==> src/rtl/pmf_reservation_station_pkg.sv <==
`default_nettype none
// ============================================================================
// Module      : pmf_reservation_station_pkg
// Description : Shared labels, ALU op codes and depth for the add/sub/and/or
//               reservation station.
// Revision    : 1.0 - initial release
// ============================================================================
package pmf_reservation_station_pkg;

    typedef logic [3:0] label_t;

    // Label 0 marks an operand whose value is already valid
    localparam label_t     c_LABEL_NONE   = 4'd0;

    localparam logic [1:0] c_ALU_ADD      = 2'd0;
    localparam logic [1:0] c_ALU_SUB      = 2'd1;
    localparam logic [1:0] c_ALU_AND      = 2'd2;
    localparam logic [1:0] c_ALU_OR       = 2'd3;

    localparam int         c_RS_DEPTH_PMF = 3;

    function automatic logic cdb_hit(input label_t q, input logic cdb_en,
                                     input label_t cdb_label);
        return cdb_en && (q != c_LABEL_NONE) && (q == cdb_label);
    endfunction

endpackage
`default_nettype wire

==> src/rtl/pmf_reservation_station_rs_entry.sv <==
`default_nettype none
// ============================================================================
// Module      : pmf_reservation_station_rs_entry
// Description : One reservation-station slot: busy/op/V/Q state, issue write
//               with same-cycle CDB bypass, CDB snoop and ready flag.
// Revision    : 1.0 - initial release
// ============================================================================
module pmf_reservation_station_rs_entry
    import pmf_reservation_station_pkg::*;
#(
    parameter int DATA_W = 32
) (
    input  logic              clk,
    input  logic              RST,
    input  logic              i_flush,
    input  logic              i_issue_we,
    input  logic [1:0]        i_op,
    input  logic [DATA_W-1:0] i_data1,
    input  logic [DATA_W-1:0] i_data2,
    input  label_t            i_label1,
    input  label_t            i_label2,
    input  logic              i_cdb_en,
    input  label_t            i_cdb_label,
    input  logic [DATA_W-1:0] i_cdb_data,
    input  logic              i_dispatch_clr,
    output logic              o_busy,
    output logic              o_ready,
    output logic [1:0]        o_op,
    output logic [DATA_W-1:0] o_v1,
    output logic [DATA_W-1:0] o_v2
);

    logic              r_busy;
    logic [1:0]        r_op;
    logic [DATA_W-1:0] r_v1;
    logic [DATA_W-1:0] r_v2;
    label_t            r_q1;
    label_t            r_q2;

    always_ff @(posedge clk) begin
        if (RST || i_flush) begin
            r_busy <= 1'b0;
            r_op   <= c_ALU_ADD;
            r_v1   <= '0;
            r_v2   <= '0;
            r_q1   <= c_LABEL_NONE;
            r_q2   <= c_LABEL_NONE;
        end else if (i_issue_we) begin
            // Issue only targets a free slot, so it never collides with snoop/dispatch
            r_busy <= 1'b1;
            r_op   <= i_op;
            if (cdb_hit(i_label1, i_cdb_en, i_cdb_label)) begin
                r_v1 <= i_cdb_data;
                r_q1 <= c_LABEL_NONE;
            end else begin
                r_v1 <= i_data1;
                r_q1 <= i_label1;
            end
            if (cdb_hit(i_label2, i_cdb_en, i_cdb_label)) begin
                r_v2 <= i_cdb_data;
                r_q2 <= c_LABEL_NONE;
            end else begin
                r_v2 <= i_data2;
                r_q2 <= i_label2;
            end
        end else begin
            if (i_dispatch_clr) begin
                r_busy <= 1'b0;
            end
            if (r_busy && cdb_hit(r_q1, i_cdb_en, i_cdb_label)) begin
                r_v1 <= i_cdb_data;
                r_q1 <= c_LABEL_NONE;
            end
            if (r_busy && cdb_hit(r_q2, i_cdb_en, i_cdb_label)) begin
                r_v2 <= i_cdb_data;
                r_q2 <= c_LABEL_NONE;
            end
        end
    end

    assign o_busy  = r_busy;
    assign o_ready = r_busy && (r_q1 == c_LABEL_NONE) && (r_q2 == c_LABEL_NONE);
    assign o_op    = r_op;
    assign o_v1    = r_v1;
    assign o_v2    = r_v2;

endmodule
`default_nettype wire

==> src/rtl/pmf_reservation_station.sv <==
`default_nettype none
// ============================================================================
// Module      : pmf_reservation_station
// Description : Reservation station feeding the plus/minus ALU; allocates the
//               lowest free slot and dispatches the lowest ready slot.
// Revision    : 1.0 - initial release
// ============================================================================
module pmf_reservation_station
    import pmf_reservation_station_pkg::*;
#(
    parameter int     DEPTH      = c_RS_DEPTH_PMF,
    parameter label_t LABEL_BASE = 4'd1,
    parameter int     DATA_W     = 32
) (
    input  logic              clk,
    input  logic              RST,
    input  logic              flush,
    input  logic              issueEN,
    input  logic [1:0]        issueOp,
    input  logic [DATA_W-1:0] issueData1,
    input  logic [DATA_W-1:0] issueData2,
    input  logic [3:0]        issueLabel1,
    input  logic [3:0]        issueLabel2,
    output logic              full,
    output logic [3:0]        allocLabel,
    input  logic              cdbEN,
    input  logic [3:0]        cdbLabel,
    input  logic [DATA_W-1:0] cdbData,
    input  logic              aluAvailable,
    output logic              dispatchWEN,
    output logic [1:0]        dispatchOp,
    output logic [DATA_W-1:0] dispatchData1,
    output logic [DATA_W-1:0] dispatchData2,
    output logic [3:0]        dispatchLabel
);

    logic [DEPTH-1:0]  w_busy;
    logic [DEPTH-1:0]  w_ready;
    logic [1:0]        w_op [DEPTH];
    logic [DATA_W-1:0] w_v1 [DEPTH];
    logic [DATA_W-1:0] w_v2 [DEPTH];
    logic [2:0]        w_alloc_idx;
    logic [2:0]        w_sel_idx;
    logic              w_issue_fire;

    // Descending scan leaves the lowest matching index in the result
    always_comb begin
        w_alloc_idx = '0;
        w_sel_idx   = '0;
        for (int i = DEPTH - 1; i >= 0; i--) begin
            if (!w_busy[i]) begin
                w_alloc_idx = 3'(i);
            end
            if (w_ready[i]) begin
                w_sel_idx = 3'(i);
            end
        end
    end

    assign full         = &w_busy;
    assign allocLabel   = LABEL_BASE + {1'b0, w_alloc_idx};
    assign w_issue_fire = issueEN && !full;
    // A reset/flush cycle discards state, so nothing may leave in that cycle
    assign dispatchWEN  = (|w_ready) && aluAvailable && !RST && !flush;

    generate
        for (genvar gi = 0; gi < DEPTH; gi++) begin : g_entry
            pmf_reservation_station_rs_entry #(
                .DATA_W (DATA_W)
            ) u_entry (
                .clk            (clk),
                .RST            (RST),
                .i_flush        (flush),
                .i_issue_we     (w_issue_fire && (w_alloc_idx == 3'(gi))),
                .i_op           (issueOp),
                .i_data1        (issueData1),
                .i_data2        (issueData2),
                .i_label1       (issueLabel1),
                .i_label2       (issueLabel2),
                .i_cdb_en       (cdbEN),
                .i_cdb_label    (cdbLabel),
                .i_cdb_data     (cdbData),
                .i_dispatch_clr (dispatchWEN && (w_sel_idx == 3'(gi))),
                .o_busy         (w_busy[gi]),
                .o_ready        (w_ready[gi]),
                .o_op           (w_op[gi]),
                .o_v1           (w_v1[gi]),
                .o_v2           (w_v2[gi])
            );
        end
    endgenerate

    always_comb begin
        dispatchOp    = '0;
        dispatchData1 = '0;
        dispatchData2 = '0;
        dispatchLabel = c_LABEL_NONE;
        for (int i = 0; i < DEPTH; i++) begin
            if (dispatchWEN && (w_sel_idx == 3'(i))) begin
                dispatchOp    = w_op[i];
                dispatchData1 = w_v1[i];
                dispatchData2 = w_v2[i];
                dispatchLabel = LABEL_BASE + 4'(i);
            end
        end
    end

endmodule
`default_nettype wire
==> config.mk <==
export PLATFORM = sky130hd
export DESIGN_NAME = pmf_reservation_station
export DESIGN_NICKNAME = d
export VERILOG_FILES = /design/src/rtl/pmf_reservation_station_pkg.sv /design/src/rtl/pmf_reservation_station_rs_entry.sv /design/src/rtl/pmf_reservation_station.sv
export SDC_FILE = /design/constraint.sdc
export NUM_CORES = 1
export LEC_CHECK = 0
export CAP_MARGIN = 10
export CELL_PAD_IN_SITES_DETAIL_PLACEMENT = 1
export CELL_PAD_IN_SITES_GLOBAL_PLACEMENT = 2
export CORE_UTILIZATION = 30
export DETAILED_ROUTE_END_ITERATION = 10
export GPL_ROUTABILITY_DRIVEN = 0
export PLACE_DENSITY_LB_ADDON = 0.1
export RECOVER_POWER = 100
export SYNTH_ARGS = -nofsm -noshare
export SYNTH_HDL_FRONTEND = slang
export SYNTH_HIERARCHICAL = 1
export SYNTH_SLANG_ARGS = --single-unit
==> constraint.sdc <==
create_clock -name clk -period 2.91 [get_ports clk]
set_input_delay 0.7275 -clock clk [delete_from_list [all_inputs] [get_ports clk]]
set_output_delay 0.7275 -clock clk [all_outputs]
set_load 0.01 [all_outputs]
## Word-level counts from Yosys, hierarchy flattened

Cells that the tools add are included.

| storage, ports and cells | value |
|---|---|
| bits in registers | 225 |
| latch bits | 0 |
| memory bits (writable) | 0 |
| bits in read-only memories | 0 |
| input bits | 116 |
| output and inout port bits | 76 |
| logic and storage cells | 152 |
| memories kept | 0 |

| operators by class | value |
|---|---|
| $add $sub $neg | 1 |
| multipliers | 0 |
| div/mod/pow operators | 0 |
| $lt $le $gt $ge | 0 |
| eq/ne operators | 12 |
| shifts and indexed selects | 0 |
| mux-type cells | 52 |
| bitwise logic cells | 0 |
| reductions and logical operators | 69 |

Operator list:

| operator | number |
|---|---|
| 2-to-1 mux 32 bit | 20 |
| 2-to-1 mux 4 bit | 16 |
| logical AND 1 bit | 38 |
| equality test 4 bit | 8 |
| nonzero test 4 bit | 8 |
| logical NOT 4 bit | 6 |
| nonzero test 2 bit | 9 |
| 2-to-1 mux 3 bit | 4 |
| 2-to-1 mux 2 bit | 5 |
| 2-to-1 mux 1 bit | 7 |
| equality test 3 x 1 -> 1 bit, second input constant | 2 |
| equality test 3 x 2 -> 1 bit, second input constant | 2 |
| logical NOT 3 bit | 2 |
| adder 1 x 3 -> 4 bit, first input constant | 1 |
| logical NOT 1 bit | 3 |
| AND reduction 3 bit | 1 |
| OR reduction 3 bit | 1 |
| logical OR 1 bit | 1 |

## Logic depth before layout (Yosys ltp)

Gate-level depths: netlist of run 1.

| depth | value |
|---|---|
| word-level depth | 11 |
| mapped depth | 10 |
| depth with buffers taken out | 8 |

## By module

Netlist of run 1, hierarchy kept.

Modules (own cells, without submodules):

| module | times used | cells each | area an instance (sq um) | seq. area each (sq um) |
|---|---|---|---|---|
| pmf_reservation_station_rs_entry | 3 | 434 | 3,447.1 | 1,501.4 |
| pmf_reservation_station | 1 | 184 | 1,746.7 | 0.0 |

## Worst setup path after synthesis of run 1

OpenSTA, ideal clock, no wires.

| timing | value |
|---|---|
| path kind | register to output |
| start | register g_entry[0].u_entry.r_q2[3] |
| end | output port dispatchData1[23] |
| arrival time | 1,789 ps |
| required time | 2,183 ps |
| slack | 393 ps |
| stages on the path, launching flop included | 8 |
| buffers on the path | 2 |
| path through | dfxtp_1 -> nor3_1 -> and4_1 -> nor2b_1 -> buf_2 -> buf_2 -> a32o_1 -> mux2_1 |

| between the ends | value |
|---|---|
| longest elaborated chain between the ends | 10 |
| elaborated cells between the ends (all ways) | 16 |
| those cells by class | 2 x eq/ne; 4 x mux; 10 x reduce/logical |

RTL lines:

| element | RTL line | source |
|---|---|---|
| from (decl) | pmf_reservation_station_rs_entry.sv:38 | `label_t r_q2;` |
| from (signal assigned) | pmf_reservation_station_rs_entry.sv:47 | `r_q2 <= c_LABEL_NONE;` |
| from (signal assigned) | pmf_reservation_station_rs_entry.sv:61 | `r_q2 <= c_LABEL_NONE;` |
| from (signal assigned) | pmf_reservation_station_rs_entry.sv:64 | `r_q2 <= i_label2;` |
| logical NOT 4 bit * | pmf_reservation_station_rs_entry.sv:82 | `assign o_ready = r_busy && (r_q1 == c_LABEL_NONE) && (r_q2 == c_LABEL_NONE);` |
| logical AND 1 bit * | pmf_reservation_station_rs_entry.sv:82 |  |
| named net w_ready[0] | pmf_reservation_station.sv:38 | `logic [DEPTH-1:0] w_ready;` |
| OR reduction 3 bit | pmf_reservation_station.sv:64 | `assign dispatchWEN = (\|w_ready) && aluAvailable && !RST && !flush;` |
| logical AND 1 bit (3 in a row) | pmf_reservation_station.sv:64 |  |
| logical AND 1 bit | pmf_reservation_station.sv:99 | `if (dispatchWEN && (w_sel_idx == 3'(i))) begin` |
| 2-to-1 mux 32 bit (2 in a row) | pmf_reservation_station.sv:99 |  |
| 2-to-1 mux 32 bit * | pmf_reservation_station.sv:99 |  |
| to (decl) | pmf_reservation_station.sv:32 | `output logic [DATA_W-1:0] dispatchData1,` |

Mark *: on every way through the listed nets, which the timed path passes. The rest lies on a longest branch.

## Final worst setup path of run 1

| timing | value |
|---|---|
| start | register g_entry[0].u_entry.r_q2[2] |
| end | output port dispatchData2[0] |

| between the ends | value |
|---|---|
| longest elaborated chain between the ends | 10 |
| elaborated cells between the ends (all ways) | 16 |
| those cells by class | 2 x eq/ne; 4 x mux; 10 x reduce/logical |

RTL lines:

| element | RTL line | source |
|---|---|---|
| logical NOT 4 bit * | pmf_reservation_station_rs_entry.sv:82 |  |
| logical AND 1 bit * | pmf_reservation_station_rs_entry.sv:82 |  |
| named net w_ready[0] | pmf_reservation_station.sv:38 |  |
| OR reduction 3 bit | pmf_reservation_station.sv:64 |  |
| logical AND 1 bit (3 in a row) | pmf_reservation_station.sv:64 |  |
| logical AND 1 bit | pmf_reservation_station.sv:99 |  |
| 2-to-1 mux 32 bit (2 in a row) | pmf_reservation_station.sv:99 |  |
| 2-to-1 mux 32 bit * | pmf_reservation_station.sv:99 |  |
| to (decl) | pmf_reservation_station.sv:33 | `output logic [DATA_W-1:0] dispatchData2,` |

Marks and branches as above.

==> results.sh, run 1 <==
export IMPL_status="finished, violations left"
export IMPL_violations="negative setup slack"
export IMPL_coreArea_sq_mm=0.0397
export IMPL_drtIter0Drc=745
export IMPL_layout_cells_non_filler=2269
export IMPL_htreeDepth=1
export IMPL_grt_pass1_vias=12900
export IMPL_ir_drop_v=0.000417
export IMPL_layout_nets=1839
export IMPL_netlist_area_sq_mm=0.0121
export IMPL_io_pins=192
export IMPL_async_flop_share=0
export IMPL_cts_root_buf="clkbuf_16"
export IMPL_synth_top_flop_cell="dfxtp_1"
export IMPL_clk_pin_slew_worst_paths_ns=0.06
export IMPL_drive_gt1_frac=0.233
export IMPL_dieArea_sq_mm=0.0411
export IMPL_synth_fa_ha_area_frac=0
export IMPL_dr_pass1_iters=5
export IMPL_path_buf_inv=5
export IMPL_holdWs_ns=0.511
export IMPL_ys_seq_elements=225
export IMPL_fp_row_count=73
export IMPL_insertion_delay_ns=0.57
export IMPL_synth_edf_count=0
export IMPL_max_cap_violations=0
export IMPL_ctsHoldBuffers=0
export IMPL_cts_path_max_buffers=3
export IMPL_hold_violations=0
export IMPL_yosysWarnings=6
export IMPL_numCtsBuffers=29
export IMPL_pre_cts_ws_ns=-0.756
export IMPL_synth_area_per_cell_sq_um=8.13
export IMPL_crit_fanout=6
export IMPL_worst_pin_slew_ns=0.915
export IMPL_worst_slack_ns=-0.449
export IMPL_p_per_area_mw_per_mm2=450
export IMPL_worstPathRequired_ns=2.18
export IMPL_die_h_um=203
export IMPL_yosys_area_share_simple=0.157
export IMPL_worstSetupStartpointType="flip-flop"
export IMPL_antenna_found_initial=1
export IMPL_ant_nets=0
export IMPL_synth_compound_area_frac=0.280
export IMPL_slowest_stage="dfxtp_2"
export IMPL_critical_path_cell_chain="nor3_4 > and4_4 > buf_6 > nor4b_4 > nand2_8 > buf_12 > buf_12 > buf_16 > mux2_4 > buf_6"
export IMPL_yosysUniqueCellTypes=42
export IMPL_crit_arrival_ns=2.63
export IMPL_fin_crit_sh=1.15
export IMPL_stdcell_area_sq_mm=0.0173
export IMPL_hold_path_class="reg2reg"
export IMPL_final_max_slew_viol_count=0
export IMPL_skew_ns=0.0171
export IMPL_chipWidth_um=203
export IMPL_grt_max_degree=65
export IMPL_crit_type="reg2out"
export IMPL_period_minus_slack_ns=3.36
export IMPL_grt_use_total=0.263
export IMPL_rsz0062_at_grt="yes"
export IMPL_port_buffers=187
export IMPL_viasPerCell=5.51
export IMPL_synth_top_family_by_area="compound AO/OA/AOI/OAI gates"
export IMPL_crit_family="buffers and inverters"
export IMPL_synthMuxAreaShare=0.0680
export IMPL_post_dp_cell_area_sq_mm=0.0152
export IMPL_wl_per_cell_um=24.0
export IMPL_relSlewSlack=0.390
export IMPL_clkSinkCount=225
export IMPL_vias=12500
export IMPL_grt_ovfl_total=0
export IMPL_cts_tree="built"
export IMPL_place_hpwl_mm=33.7
export IMPL_drc=0
export IMPL_yosys_area_share_xor_xnor=0.0304
export IMPL_cellLeakagePower_nw=6.87
export IMPL_area_growth_pct=42.8
export IMPL_end_kind="primary output"
export IMPL_drt_wl_total_mm=54.5
export IMPL_cpPeakStageDelay_ns=0.36
export IMPL_dp_cells=2167
export IMPL_netlist_instances=1486
export IMPL_setup_violations=67
export IMPL_fmax_ghz=0.298
export IMPL_grt_pass1_wl_mm=82.9
export IMPL_start_util=0.304
export IMPL_ys_seq_area_frac=0.373
kinds of logic after synthesis:
| logic type | after synthesis |
|---|---|
| simple gates | 476 |
| flops | 225 |
| xor+xnor | 42 |
| buf+inv | 154 |
| compound gates | 516 |
| other cells | 1 |
| mux | 72 |
state kept, by name, indices dropped and copies added, names as in the netlist:
name / count
g_entry.u_entry/o_op: 6
g_entry.u_entry/r_q2: 12
g_entry.u_entry/o_v1: 96
g_entry.u_entry/r_q1: 12
g_entry.u_entry/o_v2: 96
g_entry.u_entry/o_busy: 3
metal layers:
layer	global-route usage	up-vias	routed length, um
met5	0	-	0
met3	0.0302	81	2220
met2	0.438	328	25400
met1	0.355	6258	25400
li1	-	5846	-
met4	0.0771	0	1420
final timing paths:
kind | cells past startpoint | startpoint | endpoint | slack, ns
setup / recovery | 10 | g_entry[0].u_entry/r_q2[2] | dispatchData2[0] | -0.45
hold / removal | 2 | g_entry[1].u_entry/o_op[1] | g_entry[1].u_entry/o_op[1] | 0.51
setup reg to reg | 8 | g_entry[1].u_entry/o_busy | g_entry[1].u_entry/o_v1[0] | 0.28
hold reg to reg | 2 | g_entry[1].u_entry/o_op[1] | g_entry[1].u_entry/o_op[1] | 0.51
worst register-to-register path, cell delays in order, from the launching register on:
cell and delay, ns:
dfxtp_1 0.32, buf_4 0.16, nand2b_1 0.16, nor2_1 0.09, clkbuf_1 0.67, o21a_1 0.40, clkbuf_4 0.45, nand2_1 0.10
a31oi_1 0.19
Yosys cell counts, drive strengths merged, types with 7 or more instances:
cell type | number | share of area
nor3 | 7 | 0.0029
o21ai | 204 | 0.086
a22oi | 24 | 0.015
a31oi | 192 | 0.099
mux2 | 66 | 0.063
o21a | 7 | 0.0043
xnor2 | 36 | 0.026
nor2 | 47 | 0.015
nand2 | 395 | 0.12
clkbuf | 32 | 0.0099
a32o | 66 | 0.055
buf | 117 | 0.081
or2 | 9 | 0.0047
dfxtp | 225 | 0.37
area by class of cell:
type                       instances  area, sq um
sequential                       225         4520
clock inverter                     8         67.6
tap                              525          657
inverter                           5         18.8
antenna                            1         2.50
multi-input combinational       1110         6840
timing repair buffer             352         4310
fill                            4571        22500
clock buffer                      43          848
cells in the final DEF (no fill, tap or decap), types with 5 or more instances in the layout:
cell type        synthesis  layout
dfxtp_2                  0      12
nand2_1                395     394
buf_16                   0      12
a22oi_1                 24      24
xnor2_1                 36      36
mux2_2                  57      23
o41ai_2                  6       6
nor2_1                  47      44
or2_0                    6       6
buf_6                   33      78
dfxtp_1                225     213
o21ai_1                 30      30
buf_12                   9      62
buf_4                   23      69
o21ai_0                168     168
a41o_2                   0       6
a32o_2                   0       8
a31oi_1                192     192
buf_8                    0       5
inv_1                    5       5
o21ai_4                  0       6
mux2i_1                  6       6
clkbuf_8                 0       7
clkbuf_16                0      30
a32o_1                  66      58
clkinv_2                 0       6
clkbuf_1                32      10
xor2_1                   6       6
clkdlybuf4s50_1          0     114
nor3_4                   0       5
a41oi_1                  6       6
nand4_1                  6       6
mux2_4                   5      43
through the flow:
| stage | util | total power [W] | TNS (ns) |
|---|---|---|---|
| floorplan | - | 0.00371 | 0 |
| global placement | 0.382 | 0.00425 | -46.92 |
| detailed placement | 0.382 | 0.00427 | -47.85 |
| CTS | 0.432 | 0.00783 | -27.46 |
| global route | 0.434 | 0.00804 | -29.10 |
| finish | 0.434 | 0.00776 | -25.03 |
power by group:
part	switching (W)	internal (W)	total (W)	leakage [nW]
logic	0.000603	0.000448	0.00105	4.59
clock network	0.00145	0.00208	0.00353	0.454
registers	0.0000356	0.00315	0.00318	1.83
total	0.00208	0.00567	0.00776	6.87
repair_timing:
action                                  CTS  global route
gates resized for setup                 440            40
pin swaps                                23            24
endpoints found under the hold margin     0             0
gates cloned                             13             1
buffers inserted                         31             9
endpoints found under the setup margin   69            69
(Power assumes the default switching activity.)
==> inputs of run 2 (changes only) <==
CAP_MARGIN = 20   (was 10)
CTS_CLUSTER_DIAMETER = 30   (was default)
REMOVE_ABC_BUFFERS = 1   (was default)
==> run 2 against run 1 <==
Net effect:
- the run still ends with negative setup slack left
- combinational power barely moved
- register-to-register slack improved by 0.18 ns
- power rose by 67%
- worst hold slack got worse by 0.0081 ns
- via count rose by 4.9%
- clock-buffer cell count rose by 79
- sequential share of layout area fell by 2.3 points
- first-iteration DRC count rose by 11%
- global-route usage rose by 1.6 points
- critical endpoint is now dispatchData1[12]
- largest cell class unchanged
==> results.sh, run 2 (synthesis results as in run 1) <==
export IMPL_critical_path_cell_chain="nor3_4 > and4_4 > buf_6 > nor4b_4 > nand2_4 > buf_12 > buf_12 > buf_16 > mux2_4 > buf_6"
export IMPL_fp_row_count=73
export IMPL_ant_nets=0
export IMPL_drc=0
export IMPL_io_pins=192
export IMPL_fmax_ghz=0.299
export IMPL_drtIter0Drc=830
export IMPL_reg2reg_to="g_entry[2].u_entry/o_v1[3]"
export IMPL_final_common_cell="nand2_1"
export IMPL_skew_ns=0.0126
export IMPL_layout_common_cells="nand2_1 (394), dfxtp_1 (216), a31oi_1 (192)"
export IMPL_wl_per_cell_um=24.5
export IMPL_slowest_stage="dfxtp_4"
export IMPL_chipWidth_um=203
export IMPL_rrSetupSlack_ns=0.46
export IMPL_final_max_slew_viol_count=0
export IMPL_comb_power_share=0.081
export IMPL_relSlewSlack=0.434
export IMPL_multi_input_area_sq_mm=0.00684
export IMPL_grt_use_total=0.278
export IMPL_min_to="g_entry[2].u_entry/o_op[1]"
export IMPL_power_switching_w=0.00294
export IMPL_numCtsBuffers=78
export IMPL_cts_tree="built"
export IMPL_drt_wl_total_mm=57.9
export IMPL_violations="negative setup slack"
export IMPL_area_growth_pct=56.4
export IMPL_power_frac_clock=0.672
export IMPL_grt_ovfl_total=0
export IMPL_max_cap_violations=0
export IMPL_regArea_sq_mm=0.00452
export IMPL_place_hpwl_mm=33.4
export IMPL_crit_type="reg2out"
export IMPL_hold_violations=0
export IMPL_grt_pass1_wl_mm=86.7
export IMPL_p_per_area_mw_per_mm2=685
export IMPL_rsz0062_at_grt="yes"
export IMPL_insertion_delay_ns=0.57
export IMPL_status="finished, violations left"
export IMPL_holdWs_ns=0.503
export IMPL_ir_drop_v=0.000365
export IMPL_drive_gt1_frac=0.261
export IMPL_holdPathStages=2
export IMPL_clkSinkCount=225
export IMPL_rr_worst_depth=8
export IMPL_crit_fanout=8
export IMPL_cellLeakagePower_nw=7.72
export IMPL_vias=13100
export IMPL_rr_startpoint="g_entry[1].u_entry/o_busy"
export IMPL_crit_arrival_ns=2.62
export IMPL_layout_nets=1893
export IMPL_viasPerCell=5.56
export IMPL_cts_path_max_buffers=3
export IMPL_coreArea_sq_mm=0.0397
export IMPL_cpPeakStageDelay_ns=0.35
export IMPL_clk_pin_slew_worst_paths_ns=0.04
export IMPL_fin_crit_sh=1.15
export IMPL_worstSetupStartpointType="flip-flop"
export IMPL_end_kind="primary output"
export IMPL_cts_root_buf="clkbuf_16"
export IMPL_setup_violations=67
export IMPL_dr_pass1_iters=5
export IMPL_hp_start="g_entry[2].u_entry/o_op[1]"
export IMPL_grt_max_degree=65
export IMPL_antenna_found_initial=3
export IMPL_total_power_w=0.0129
export IMPL_p_int_w=0.0100
export IMPL_htreeDepth=3
export IMPL_start_util=0.304
export IMPL_seq_power_share=0.247
export IMPL_worstPathRequired_ns=2.18
export IMPL_startpoint="g_entry[0].u_entry/r_q1[1]"
export IMPL_period_minus_slack_ns=3.34
export IMPL_worst_pin_slew_ns=0.849
export IMPL_p_sw_frac=0.227
export IMPL_dieArea_sq_mm=0.0411
export IMPL_fillers=4502
export IMPL_hold_path_class="reg2reg"
export IMPL_grt_pass1_vias=13800
export IMPL_pre_cts_ws_ns=-0.706
export IMPL_die_h_um=203
export IMPL_worst_slack_ns=-0.434
export IMPL_port_buffers=187
==> run 2: cell count changes in the layout (fill, tap and decap cells not counted), moves of 7 or more <==
cell / change
clkbuf_8: +22
mux2_4: +8
buf_4: +12
mux2_2: -8
bufinv_16: +7
buf_12: -17
clkbuf_16: +54
==> run 2: cell type report <==
| type | count | share of cell area |
|---|---|---|
| clock buffer | 122 | 0.131 |
| inverter | 5 | 0.000992 |
| sequential | 225 | 0.239 |
| timing repair buffer | 357 | 0.218 |
| multi-input combinational | 1110 | 0.361 |
| tap | 525 | 0.0347 |
| antenna | 1 | 0.000132 |
| clock inverter | 17 | 0.0151 |
==> run 2: repair_timing <==
item,in CTS,in global routing
pin swaps,7,17
endpoints found under the setup margin,69,68
gates resized for setup,347,113
endpoints found under the hold margin,0,0
gates cloned,10,5
buffers inserted,22,20
hold buffers,0,0
==> run 2: power groups by stage <==
stage               Combinational [W]  Sequential, W  Clock, W
global placement             0.000996        0.00325         0
detailed placement            0.00101        0.00325         0
global route                  0.00112        0.00320   0.00898
CTS                           0.00104        0.00320   0.00877
finish                        0.00104        0.00320   0.00870
floorplan                    0.000369        0.00324         0
==> run 2: per-stage QoR <==
stage / area, sq um / utilization / cells / setup TNS, ns
after floorplan: 11000 / - / 1340 / -98.65
after global placement: 15100 / 0.379 / 2173 / -42.78
after detailed placement: 15100 / 0.379 / 2173 / -44.00
after CTS: 18600 / 0.467 / 2343 / -31.68
after global routing: 18900 / 0.476 / 2362 / -27.84
final: 18900 / 0.476 / 2362 / -23.77
==> run 2: worst max path at each step <==
stage | end | slack, ns | cells after the start
after detailed placement | dispatchData1[13] | -0.71 | 8
after CTS | dispatchData2[27] | -0.54 | 11
after floorplan | dispatchData1[23] | -1.31 | 5
final | dispatchData1[12] | -0.43 | 10
after global placement | dispatchData2[27] | -0.68 | 7
after global routing | dispatchData2[23] | -0.50 | 10
==> run 2: per-layer routing <==
metal / share of wire / GRT usage
met4: 0.022 / 0.0905
met1: 0.47 / 0.376
met3: 0.052 / 0.0523
met2: 0.46 / 0.444
met5: 0.00040 / 0
==> run 2: critical path: cells and delay by family (launching register included) <==
kind          cells  cell delay [ns]
buf+inv           5             0.71
simple gates      4             0.64
flops             1             0.35
mux               1             0.32
==> inputs of run 3 (changes only) <==
CORE_MARGIN = 10   (was default)
==> run 3 against run 2 <==
Net effect:
- the run still ends with negative setup slack left
- clock skew rose by 0.012 ns
- critical path type unchanged
- sequential power barely moved
- power fell by 4.1%
- worst hold slack got worse by 0.0079 ns
- clock-buffer cell count fell by 11
- register-to-register slack improved by 0.05 ns
- combinational power barely moved
- utilization fell by 1.0 points
- via count fell by 1.6%
==> results.sh, run 3 (synthesis results as in run 1) <==
export IMPL_drc=0
export IMPL_p_per_area_mw_per_mm2=670
export IMPL_ir_drop_v=0.000494
export IMPL_numCtsBuffers=74
export IMPL_cts_tree="built"
export IMPL_relSlewSlack=0.387
export IMPL_fp_row_count=73
export IMPL_end_kind="primary output"
export IMPL_max_cap_violations=0
export IMPL_antenna_found_initial=0
export IMPL_coreArea_sq_mm=0.0398
export IMPL_grt_pass1_wl_mm=86.2
export IMPL_insertion_delay_ns=0.59
export IMPL_fmax_ghz=0.303
export IMPL_dp_cells=2171
export IMPL_clkSinkCount=225
export IMPL_layout_common_cells="nand2_1 (394), dfxtp_1 (215), a31oi_1 (192)"
export IMPL_setup_violations=67
export IMPL_grt_use_total=0.231
export IMPL_slowest_stage="dfxtp_2"
export IMPL_ant_nets=0
export IMPL_place_hpwl_mm=35.1
export IMPL_hp_start="g_entry[0].u_entry/o_op[1]"
export IMPL_htreeDepth=3
export IMPL_final_common_cell="nand2_1"
export IMPL_n_antenna_cell=0
export IMPL_hold_violations=0
export IMPL_layout_nets=1859
export IMPL_drtIter0Drc=864
export IMPL_io_pins=192
export IMPL_grt_max_degree=65
export IMPL_fin_crit_sh=1.14
export IMPL_final_max_slew_viol_count=0
export IMPL_grt_ovfl_total=0
export IMPL_critical_path_cell_chain="nor3_4 > and4_4 > buf_12 > nor2b_4 > buf_12 > buf_16 > a32o_1 > mux2_2 > buf_2"
export IMPL_chipWidth_um=221
export IMPL_drive_gt1_frac=0.248
export IMPL_start_util=0.304
export IMPL_rr_startpoint="g_entry[1].u_entry/o_busy"
export IMPL_vias=12900
export IMPL_ctsHoldBuffers=0
export IMPL_cts_root_buf="clkbuf_16"
export IMPL_cts_path_max_buffers=3
export IMPL_cpPeakStageDelay_ns=0.33
export IMPL_area_growth_pct=53.4
export IMPL_period_minus_slack_ns=3.30
export IMPL_port_buffers=187
export IMPL_drt_wl_total_mm=59.4
export IMPL_cellLeakagePower_nw=7.54
export IMPL_worst_slack_ns=-0.393
export IMPL_crit_fanout=13
export IMPL_viasPerCell=5.55
export IMPL_layout_cells_non_filler=2328
export IMPL_hold_path_class="reg2reg"
export IMPL_clk_pin_slew_worst_paths_ns=0.04
export IMPL_skew_ns=0.0245
export IMPL_crit_arrival_ns=2.58
export IMPL_crit_type="reg2out"
export IMPL_total_power_w=0.0124
export IMPL_worstSetupStartpointType="flip-flop"
export IMPL_startpoint="g_entry[0].u_entry/r_q2[2]"
export IMPL_wl_per_cell_um=25.5
export IMPL_dr_pass1_iters=5
export IMPL_rsz0062_at_grt="yes"
export IMPL_dieArea_sq_mm=0.0487
export IMPL_crit_top_cell="buf_12"
export IMPL_violations="negative setup slack"
export IMPL_grt_pass1_vias=13800
export IMPL_die_h_um=221
export IMPL_status="finished, violations left"
export IMPL_worst_pin_slew_ns=0.919
export IMPL_worstPathRequired_ns=2.18
-- run 3: worst max-delay path, delay by kind of cell (launching register included) --
kind | cells | cell delay [ns]
DFF | 1 | 0.33
AOI/OAI and AO/OA | 1 | 0.26
and+or+nand+nor | 3 | 0.55
buffers and inverters | 4 | 0.58
muxes | 1 | 0.26
-- run 3: what timing repair did --
item | in CTS | in global routing
setup endpoints to repair | 69 | 69
gates resized for setup | 386 | 66
setup buffers | 8 | 2
pin swaps | 33 | 15
cloned | 6 | 7
-- run 3: metal layers --
layer,GRT usage,vias up,part of all wire
li1,-,5916,-
met1,0.296,6526,0.45
met2,0.385,407,0.48
met3,0.0455,64,0.057
met4,0.0710,0,0.018
met5,0,-,0
-- run 3: worst paths after layout --
check	endpoint	slack, ns	cells after the start
worst max-delay path	dispatchData2[13]	-0.39	9
worst min register to register	g_entry[0].u_entry/o_op[1]	0.49	2
worst max register to register	g_entry[1].u_entry/o_v2[31]	0.51	8
worst min-delay path	g_entry[0].u_entry/o_op[1]	0.49	2
-- run 3: layout make-up --
type                    count  area, sq um
clock inverters            25          370
clock buffers             111         2190
repair buffers            327         3900
multi-input cells        1110         6890
inverters                   5         18.8
fillers                  4562        21300
well taps                 525          657
flip-flops and latches    225         4520
-- run 3: through the flow --
step / hold slack [ns] / utilization / setup WS (ns) / TNS, ns / instance area [sq um]
after floorplan: 0.456 / - / -1.31 / -98.65 / 11000
after global placement: 0.479 / 0.380 / -0.776 / -49.77 / 15100
after detailed placement: 0.496 / 0.380 / -0.835 / -50.70 / 15100
after CTS: 0.505 / 0.455 / -0.435 / -25.69 / 18100
after global routing: 0.531 / 0.466 / -0.451 / -26.43 / 18500
final: 0.495 / 0.466 / -0.393 / -23.02 / 18500
-- run 3: power by group --
group          internal, W  switching (W)
Clock              0.00585        0.00231
Sequential         0.00316      0.0000399
Combinational     0.000438       0.000617
